File: config.mk
export PLATFORM = sky130hd
export DESIGN_NAME = fifo_sync_param_flat
export DESIGN_NICKNAME = d
export VERILOG_FILES = /design/src/rtl/fifo_sync_param_if.sv /design/src/rtl/fifo_sync_param.sv /design/src/flat_wrapper.sv
export SDC_FILE = /design/constraint.sdc
export NUM_CORES = 1
export LEC_CHECK = 0
export BUFFER_PORTS_ARGS = -buffer_cell sky130_fd_sc_hd__buf_2
export CAP_MARGIN = 10
export CORE_ASPECT_RATIO = 0.7
export CORE_UTILIZATION = 60
export DETAILED_ROUTE_END_ITERATION = 10
export GPL_ROUTABILITY_DRIVEN = 0
export GPL_TIMING_DRIVEN = 1
export MAX_ROUTING_LAYER = met4
export PLACE_DENSITY_LB_ADDON = 0.25
export SLEW_MARGIN = 20
export SYNTH_ARGS = -nofsm -noshare
export SYNTH_HDL_FRONTEND = slang
export SYNTH_SLANG_ARGS = --single-unit
export TNS_END_PERCENT = 5
File: constraint.sdc
create_clock -name clk -period 2.9 [get_ports clk]
set_input_delay 0.58 -clock clk [delete_from_list [all_inputs] [get_ports clk]]
set_output_delay 0.58 -clock clk [all_outputs]
set_load 0.01 [all_outputs]
File: src/rtl/fifo_sync_param_if.sv
// Producer/consumer handshake and status bundle for fifo_sync_param.
// The FIFO takes the slave side; the producer/consumer logic takes the master side.
interface fifo_sync_param_if #(
  parameter int DATA_WIDTH = 8,
  parameter int DEPTH      = 16
) ();
  localparam int AW = $clog2(DEPTH);

  logic                  winc;
  logic [DATA_WIDTH-1:0] wdata;
  logic                  rinc;
  logic                  clr_err;
  logic [DATA_WIDTH-1:0] rdata;
  logic                  full;
  logic                  empty;
  logic                  almost_full;
  logic                  almost_empty;
  logic [AW:0]           count;
  logic                  overflow;
  logic                  underflow;

  modport master (
    output winc, wdata, rinc, clr_err,
    input  rdata, full, empty, almost_full, almost_empty, count, overflow, underflow
  );

  modport slave (
    input  winc, wdata, rinc, clr_err,
    output rdata, full, empty, almost_full, almost_empty, count, overflow, underflow
  );
endinterface

File: src/rtl/fifo_sync_param.sv
// Single-clock parametrised FIFO with registered status flags, occupancy count,
// sticky overflow/underflow errors and a selectable first-word-fall-through read port.
module fifo_sync_param #(
  parameter int DATA_WIDTH = 8,
  parameter int DEPTH      = 16,
  parameter int AF_LEVEL   = DEPTH - 2,
  parameter int AE_LEVEL   = 2,
  parameter int FWFT       = 0
) (
  input logic               clk,
  input logic               rst_n,
  fifo_sync_param_if.slave  bus
);
  localparam int AW = $clog2(DEPTH);
  localparam int CW = AW + 1;

  localparam logic [CW-1:0] DEPTH_C = CW'(DEPTH);
  localparam logic [CW-1:0] AF_C    = CW'(AF_LEVEL);
  localparam logic [CW-1:0] AE_C    = CW'(AE_LEVEL);
  localparam logic [AW-1:0] PTR_ONE = AW'(1);
  localparam logic [CW-1:0] CNT_ONE = CW'(1);

  logic [DATA_WIDTH-1:0] mem [DEPTH];

  logic [AW-1:0] wptr_q, wptr_d;
  logic [AW-1:0] rptr_q, rptr_d;
  logic [CW-1:0] count_q, count_d;
  logic          full_q, full_d;
  logic          empty_q, empty_d;
  logic          afull_q, afull_d;
  logic          aempty_q, aempty_d;
  logic          overflow_q, overflow_d;
  logic          underflow_q, underflow_d;
  logic          wa;
  logic          ra;

  // Accept decisions use the registered flags, so a write at full is dropped
  // even when a read is accepted on the same edge.
  always_comb begin
    wa = bus.winc & ~full_q;
    ra = bus.rinc & ~empty_q;

    wptr_d = wptr_q;
    rptr_d = rptr_q;
    if (wa) begin
      wptr_d = wptr_q + PTR_ONE;
    end
    if (ra) begin
      rptr_d = rptr_q + PTR_ONE;
    end

    count_d = count_q;
    unique case ({wa, ra})
      2'b10:   count_d = count_q + CNT_ONE;
      2'b01:   count_d = count_q - CNT_ONE;
      default: count_d = count_q;
    endcase

    full_d   = (count_d == DEPTH_C);
    empty_d  = (count_d == '0);
    afull_d  = (count_d >= AF_C);
    aempty_d = (count_d <= AE_C);

    overflow_d  = (bus.winc & full_q)  | (overflow_q  & ~bus.clr_err);
    underflow_d = (bus.rinc & empty_q) | (underflow_q & ~bus.clr_err);
  end

  always_ff @(posedge clk or negedge rst_n) begin
    if (!rst_n) begin
      wptr_q      <= '0;
      rptr_q      <= '0;
      count_q     <= '0;
      full_q      <= 1'b0;
      empty_q     <= 1'b1;
      afull_q     <= 1'b0;
      aempty_q    <= 1'b1;
      overflow_q  <= 1'b0;
      underflow_q <= 1'b0;
    end else begin
      wptr_q      <= wptr_d;
      rptr_q      <= rptr_d;
      count_q     <= count_d;
      full_q      <= full_d;
      empty_q     <= empty_d;
      afull_q     <= afull_d;
      aempty_q    <= aempty_d;
      overflow_q  <= overflow_d;
      underflow_q <= underflow_d;
    end
  end

  // Storage is deliberately left out of reset; the pointers define validity.
  always_ff @(posedge clk) begin
    if (wa) begin
      mem[wptr_q] <= bus.wdata;
    end
  end

  generate
    if (FWFT != 0) begin : g_fwft
      assign bus.rdata = mem[rptr_q];
    end else begin : g_std
      logic [DATA_WIDTH-1:0] rdata_q;

      always_ff @(posedge clk or negedge rst_n) begin
        if (!rst_n) begin
          rdata_q <= '0;
        end else if (ra) begin
          rdata_q <= mem[rptr_q];
        end
      end

      assign bus.rdata = rdata_q;
    end
  endgenerate

  assign bus.full         = full_q;
  assign bus.empty        = empty_q;
  assign bus.almost_full  = afull_q;
  assign bus.almost_empty = aempty_q;
  assign bus.count        = count_q;
  assign bus.overflow     = overflow_q;
  assign bus.underflow    = underflow_q;
endmodule

File: src/flat_wrapper.sv
// flat-port wrapper written by rule: the top's interface ports become plain ports
module fifo_sync_param_flat 
#(
  parameter int DATA_WIDTH = 8,
  parameter int DEPTH      = 16,
  parameter int AF_LEVEL   = DEPTH - 2,
  parameter int AE_LEVEL   = 2,
  parameter int FWFT       = 0
)
  (clk, rst_n, bus_winc, bus_wdata, bus_rinc, bus_clr_err, bus_rdata, bus_full, bus_empty, bus_almost_full, bus_almost_empty, bus_count, bus_overflow, bus_underflow);
  fifo_sync_param_if #(.DATA_WIDTH(DATA_WIDTH), .DEPTH(DEPTH)) bus_i ();
  input logic clk;
  input logic rst_n;
  input wire logic [$bits(bus_i.winc)-1:0] bus_winc;
  input wire logic [$bits(bus_i.wdata)-1:0] bus_wdata;
  input wire logic [$bits(bus_i.rinc)-1:0] bus_rinc;
  input wire logic [$bits(bus_i.clr_err)-1:0] bus_clr_err;
  output wire logic [$bits(bus_i.rdata)-1:0] bus_rdata;
  output wire logic [$bits(bus_i.full)-1:0] bus_full;
  output wire logic [$bits(bus_i.empty)-1:0] bus_empty;
  output wire logic [$bits(bus_i.almost_full)-1:0] bus_almost_full;
  output wire logic [$bits(bus_i.almost_empty)-1:0] bus_almost_empty;
  output wire logic [$bits(bus_i.count)-1:0] bus_count;
  output wire logic [$bits(bus_i.overflow)-1:0] bus_overflow;
  output wire logic [$bits(bus_i.underflow)-1:0] bus_underflow;
  assign bus_i.winc = bus_winc;
  assign bus_i.wdata = bus_wdata;
  assign bus_i.rinc = bus_rinc;
  assign bus_i.clr_err = bus_clr_err;
  assign bus_rdata = bus_i.rdata;
  assign bus_full = bus_i.full;
  assign bus_empty = bus_i.empty;
  assign bus_almost_full = bus_i.almost_full;
  assign bus_almost_empty = bus_i.almost_empty;
  assign bus_count = bus_i.count;
  assign bus_overflow = bus_i.overflow;
  assign bus_underflow = bus_i.underflow;
  fifo_sync_param #(.DATA_WIDTH(DATA_WIDTH), .DEPTH(DEPTH), .AF_LEVEL(AF_LEVEL), .AE_LEVEL(AE_LEVEL), .FWFT(FWFT)) u_core (.clk(clk), .rst_n(rst_n), .bus(bus_i));
endmodule
Word level (Yosys, flattened, before mapping):

Memories as Yosys holds them, arrays and structs flattened. A register that Yosys moved wholly into a read port is not among the register bits.
Cells that the tools add are included.

* memories: 1
* input port bits: 13
* output and inout bits: 19
* flip-flop bits (word level): 19
* RAM bits: 128

Memory list
* u_core.mem: words 16, width 8, read ports 1, clocked after Yosys merged registers in 1, wr ports 1, RTL line fifo_sync_param.sv:23 `logic [DATA_WIDTH-1:0] mem [DEPTH];`

* order comparisons: 2
* reduce and logical (&&, ||, !) cells: 2
* multiplexer cells: 3
* equality and inequality tests: 3
* add/subtract/negate cells: 4
* bitwise gates (word level): 11

Operators by type and width (number)
* $pmux W5 S2: 1
* $add A4 B1 Y4 const B: 2
* $and A1 B1 Y1: 6
* $add A5 B1 Y5 const B: 1
* $eq A5 B5 Y1 const B: 1
* $ge A5 B4 Y1 const B: 1
* $le A5 B2 Y1 const B: 1
* $logic_not A5 Y1: 1
* $sub A5 B1 Y5 const B: 1
* $not A1 Y1: 3
* $eq A2 B1 Y1 const B: 1
* $eq A2 B2 Y1 const B: 1
* $mux W1: 2
* $or A1 B1 Y1: 2
* $logic_not A1 Y1: 1

Depth between registers and ports, before layout:

* depth in word-level cells: 5
* depth in mapped cells: 11
* mapped depth without buffers: 10

Worst setup path after synthesis:

OpenSTA, ideal clock, no wires.

* kind: in2reg
* from: in bus_winc
* to: reg u_core.aempty_q (netlist: u_core.bus.almost_empty)
* path slack: 444 ps
* arrival time: 2335 ps
* stages: 10
* data required time: 2778 ps
* library setup time: 122 ps
* path buffers: 1
* path through: nor2b_1 -> buf_2 -> inv_2 -> nand2_1 -> xnor2_1 -> ha_1 -> a221o_1 -> a21oi_2 -> xor2_2 -> a2111oi_0

* word-level cells in the longest chain between the ends: 4

RTL lines
* from (decl): RTL line flat_wrapper.sv:14 `input wire logic [$bits(bus_i.winc)-1:0] bus_winc;`
* $and A1 B1 Y1 (*): RTL line fifo_sync_param.sv:40 `wa = bus.winc & ~full_q;`
* $eq A2 B1 Y1 or $eq A2 B2 Y1 (tied branches): RTL line fifo_sync_param.sv:53 `unique case ({wa, ra})`
* $pmux W5 S2 (*): RTL line fifo_sync_param.sv:53
* via u_core.count_d[4]: RTL line fifo_sync_param.sv:27 `logic [CW-1:0] count_q, count_d;`
* $le A5 B2 Y1 (*): RTL line fifo_sync_param.sv:62 `aempty_d = (count_d <= AE_C);`
* via u_core.aempty_d: RTL line fifo_sync_param.sv:31 `logic aempty_q, aempty_d;`
* to (signal assigned): RTL line fifo_sync_param.sv:86 `aempty_q <= aempty_d;`
* to (decl): RTL line fifo_sync_param.sv:31

The timed path passes the listed nets; every way through them passes the cells marked *.
A chain may end at the register's enable or synchronous reset.

Worst setup path after layout:

* from: reg u_core.full_q (netlist: u_core.bus.full)
* to: reg u_core.aempty_q (netlist: u_core.bus.almost_empty)

* word-level cells in the longest chain between the ends: 5

RTL lines
* from (decl): RTL line fifo_sync_param.sv:28 `logic full_q, full_d;`
* from (signal assigned): RTL line fifo_sync_param.sv:83 `full_q <= full_d;`
* $not A1 Y1 (*): RTL line fifo_sync_param.sv:40
* $and A1 B1 Y1 (*): RTL line fifo_sync_param.sv:40
* $eq A2 B1 Y1 or $eq A2 B2 Y1 (tied branches): RTL line fifo_sync_param.sv:53
* $pmux W5 S2 (*): RTL line fifo_sync_param.sv:53
* via u_core.count_d[4]: RTL line fifo_sync_param.sv:27
* $le A5 B2 Y1 (*): RTL line fifo_sync_param.sv:62
* via u_core.aempty_d: RTL line fifo_sync_param.sv:31

Marked as above.

==> results.py <==
metrics = {
    "sta": {
        "hold_violations": 0,
        "whs_ns": 0.177,
        "rsz0062_at_grt": "no",
        "period_needed_ns": 2.39,
        "fin_crit_sh_pct": 82.3,
        "tns_ns": 0,
        "fin_skew_ns": 0.00865,
        "max_slew_margin_pct": 55.0,
        "setup_viol": 0,
        "fmax_ghz": 0.419,
        "tightest_slew_ns": 0.675,
        "slew_viol_final": 0,
    },
    "grt": {
        "grt_max_degree": 36,
        "antenna_found_initial": 0,
        "grt_overflow": 0,
        "grt_pass1_vias": 3036,
        "grt_usage_pct": 26.3,
        "grt_pass1_wl_um": 18800,
    },
    "logic_synthesis": {
        "syn_nets": 320,
        "yosysUniqueCellTypes": 38,
        "syn_avg_cell_area_um2": 21.0,
        "synthCells": 300,
        "yosysSeqAreaShare_pct": 71.9,
        "synth_seq_cells": 155,
        "yosysWarnings": 0,
        "syn-cell-area_um2": 6290,
    },
    "finish": {
        "drive_gt1_share_pct": 32.9,
        "nNetsFinal": 378,
        "final-seq-area_um2": 4520,
        "antenna_cells": 0,
        "syn_to_final_growth_pct": 15.4,
        "nFillCells": 574,
        "final_util_pct": 73.0,
        "multiInputGateArea_um2": 1620,
        "final_common_cell": "edfxtp_1",
        "instances_no_fill": 499,
        "mostFrequentLayoutCells": "edfxtp_1, buf_2, dfrtp_1",
    },
    "min_path": {
        "hp-class": "in -> async",
    },
    "clocking": {
        "cts_root_buf": "clkbuf_16",
        "clk_path_buf_depth": 2,
        "clkSlewWorstSetupHoldPaths_ns": 0.06,
        "h-tree-depth": 4,
        "worst_skew_pair.late_latency_ns": 0.42,
        "cts_tree": "done",
        "cts_hold_buf": 0,
        "postCtsSetupBuffers": 0,
        "clock_sinks": 155,
        "cts_resized": 0,
        "cts_made_buffers": 17,
    },
    "routing": {
        "drc": 0,
        "dr.first_iter.drc_count": 390,
        "drt-pass1-iter-count": 5,
        "final_antenna_net_count": 0,
        "route.vias.total": 3150,
        "wl_per_cell_um": 25.4,
        "finalWirelength_um": 12700,
        "via_per_inst": 6.31,
    },
    "place": {
        "portBuffers": 31,
        "hpwlAfterDp_um": 7860,
        "dp_cells": 467,
    },
    "power": {
        "ir_drop_v": 0.000512,
        "leakagePower_nw": 2.63,
        "power_density_nw_per_um2": 1040,
    },
    "setup_path": {
        "end_kind": "flop",
        "critPathLaunchType": "flop",
        "cp.arrival_ns": 2.67,
        "path_class": "reg -> reg",
        "cp_max_fo": 5,
        "required_ns": 3.19,
    },
    "die": {
        "die_area_um2": 10900,
        "start_util_pct": 63.2,
        "die_w_um": 124,
        "core-area_um2": 9950,
        "rows": 30,
        "ios": 32,
        "fp.dieH_um": 87.7,
    },
    "run": {
        "cap_violations": 0,
    },
    "status": {
        "status": "finished clean",
    },
}
## layout make-up
cell class	instances	share of cell area, %
Clock buffer	23	7.05
Inverter	5	0.259
Timing Repair Buffer	54	4.69
Clock inverter	9	1.19
Sequential cell	155	62.3
Multi-Input combinational cell	125	22.3
Tap cell	128	2.21
## per-layer routing
layer  global-route usage [%]  routed length (um)  up-vias
met5                        -                   0        -
met4                     7.78                 121        0
met3                     8.98                1080       13
met2                     35.3                5790      157
met1                     38.2                5710     1638
li1                         -                   -     1342
## final timing paths
| check | startpoint | end | slack [ns] | cells past startpoint |
|---|---|---|---|---|
| min in group clk | bus_clr_err | u_core.bus.overflow$_DFF_PN0_ | 0.36 | 2 |
| worst min register to register | u_core.bus.rdata[5]$_DFFE_PN0P_ | u_core.bus.rdata[5]$_DFFE_PN0P_ | 0.51 | 1 |
| worst max-delay path | u_core.bus.full$_DFF_PN0_ | u_core.bus.almost_empty$_DFF_PN1_ | 0.51 | 9 |
| worst max register to register | u_core.bus.full$_DFF_PN0_ | u_core.bus.almost_empty$_DFF_PN1_ | 0.51 | 9 |
| max in group asynchronous | rst_n | u_core.rptr_q[0]$_DFFE_PN0P_ | 2.27 | 1 |
| worst min-delay path | rst_n | u_core.bus.rdata[6]$_DFFE_PN0P_ | 0.18 | 1 |
## state kept, by name, indices dropped and copies added (netlist names)
name	flops
u_core.bus.almost_empty	1
u_core.bus.almost_full	1
u_core.bus.count	5
u_core.bus.empty	1
u_core.bus.full	1
u_core.bus.overflow	1
u_core.bus.rdata	8
u_core.bus.underflow	1
u_core.mem	128
u_core.rptr_q	4
u_core.wptr_q	4
## stage by stage
stage / instance area [um2] / setup slack (ns) / total power, mW
after detailed placement: 6660 / 0.229 / 5.34
after global placement: 6660 / 0.347 / 5.28
after floorplan: 6290 / 0.444 / 4.71
after global routing: 7260 / 0.392 / 7.83
after CTS: 7260 / 0.499 / 7.54
final: 7260 / 0.514 / 7.52
## synthesized netlist by cell type, drive strengths merged
cell,number,area share [%]
nand2b,2,0.20
mux2,10,2.3
ha,7,1.4
dfrtp,25,9.9
a2111oi,1,0.14
buf,12,1.9
nor2,15,0.90
nand3,1,0.080
xnor2,9,1.3
dfstp,2,0.84
xor2,3,0.54
a221o,1,0.16
edfxtp,128,61
nand4,3,0.30
or3,2,0.20
nor4b,1,0.24
clkbuf,3,0.24
nor4,1,0.10
nand4b,1,0.14
inv,5,0.30
nor3,4,0.32
or2,1,0.10
nand2,11,0.66
a21oi,5,0.46
nor2b,2,0.20
o21ai,3,0.24
mux4,40,16
a21o,1,0.12
a31o,1,0.14
## logic make-up after synthesis
family                   share of synthesized area, %
multiplexers                                     17.8
AO/OA/AOI/OAI                                    1.25
flip-flops                                       71.9
AND/OR/NAND/NOR                                  3.42
XOR/XNOR                                         1.79
adder cells (fa/ha/maj)                          1.39
buffers and inverters                            2.39
## power by group
group          total [mW]  internal (mW)  switching [mW]
sequential           3.11           2.80           0.311
clock                2.18           1.33           0.851
combinational        2.22           1.14            1.08
total                7.52           5.27            2.24
## critical path: stages (launching register included)
cell       delay, ns
dfrtp_1         0.40
nor2b_1         0.18
inv_2           0.09
nand2_1         0.19
xnor2_1         0.10
ha_1            0.22
a221o_1         0.35
a21oi_2         0.18
xor2_2          0.12
a2111oi_0       0.43
Power figures use the tool's default switching activity.
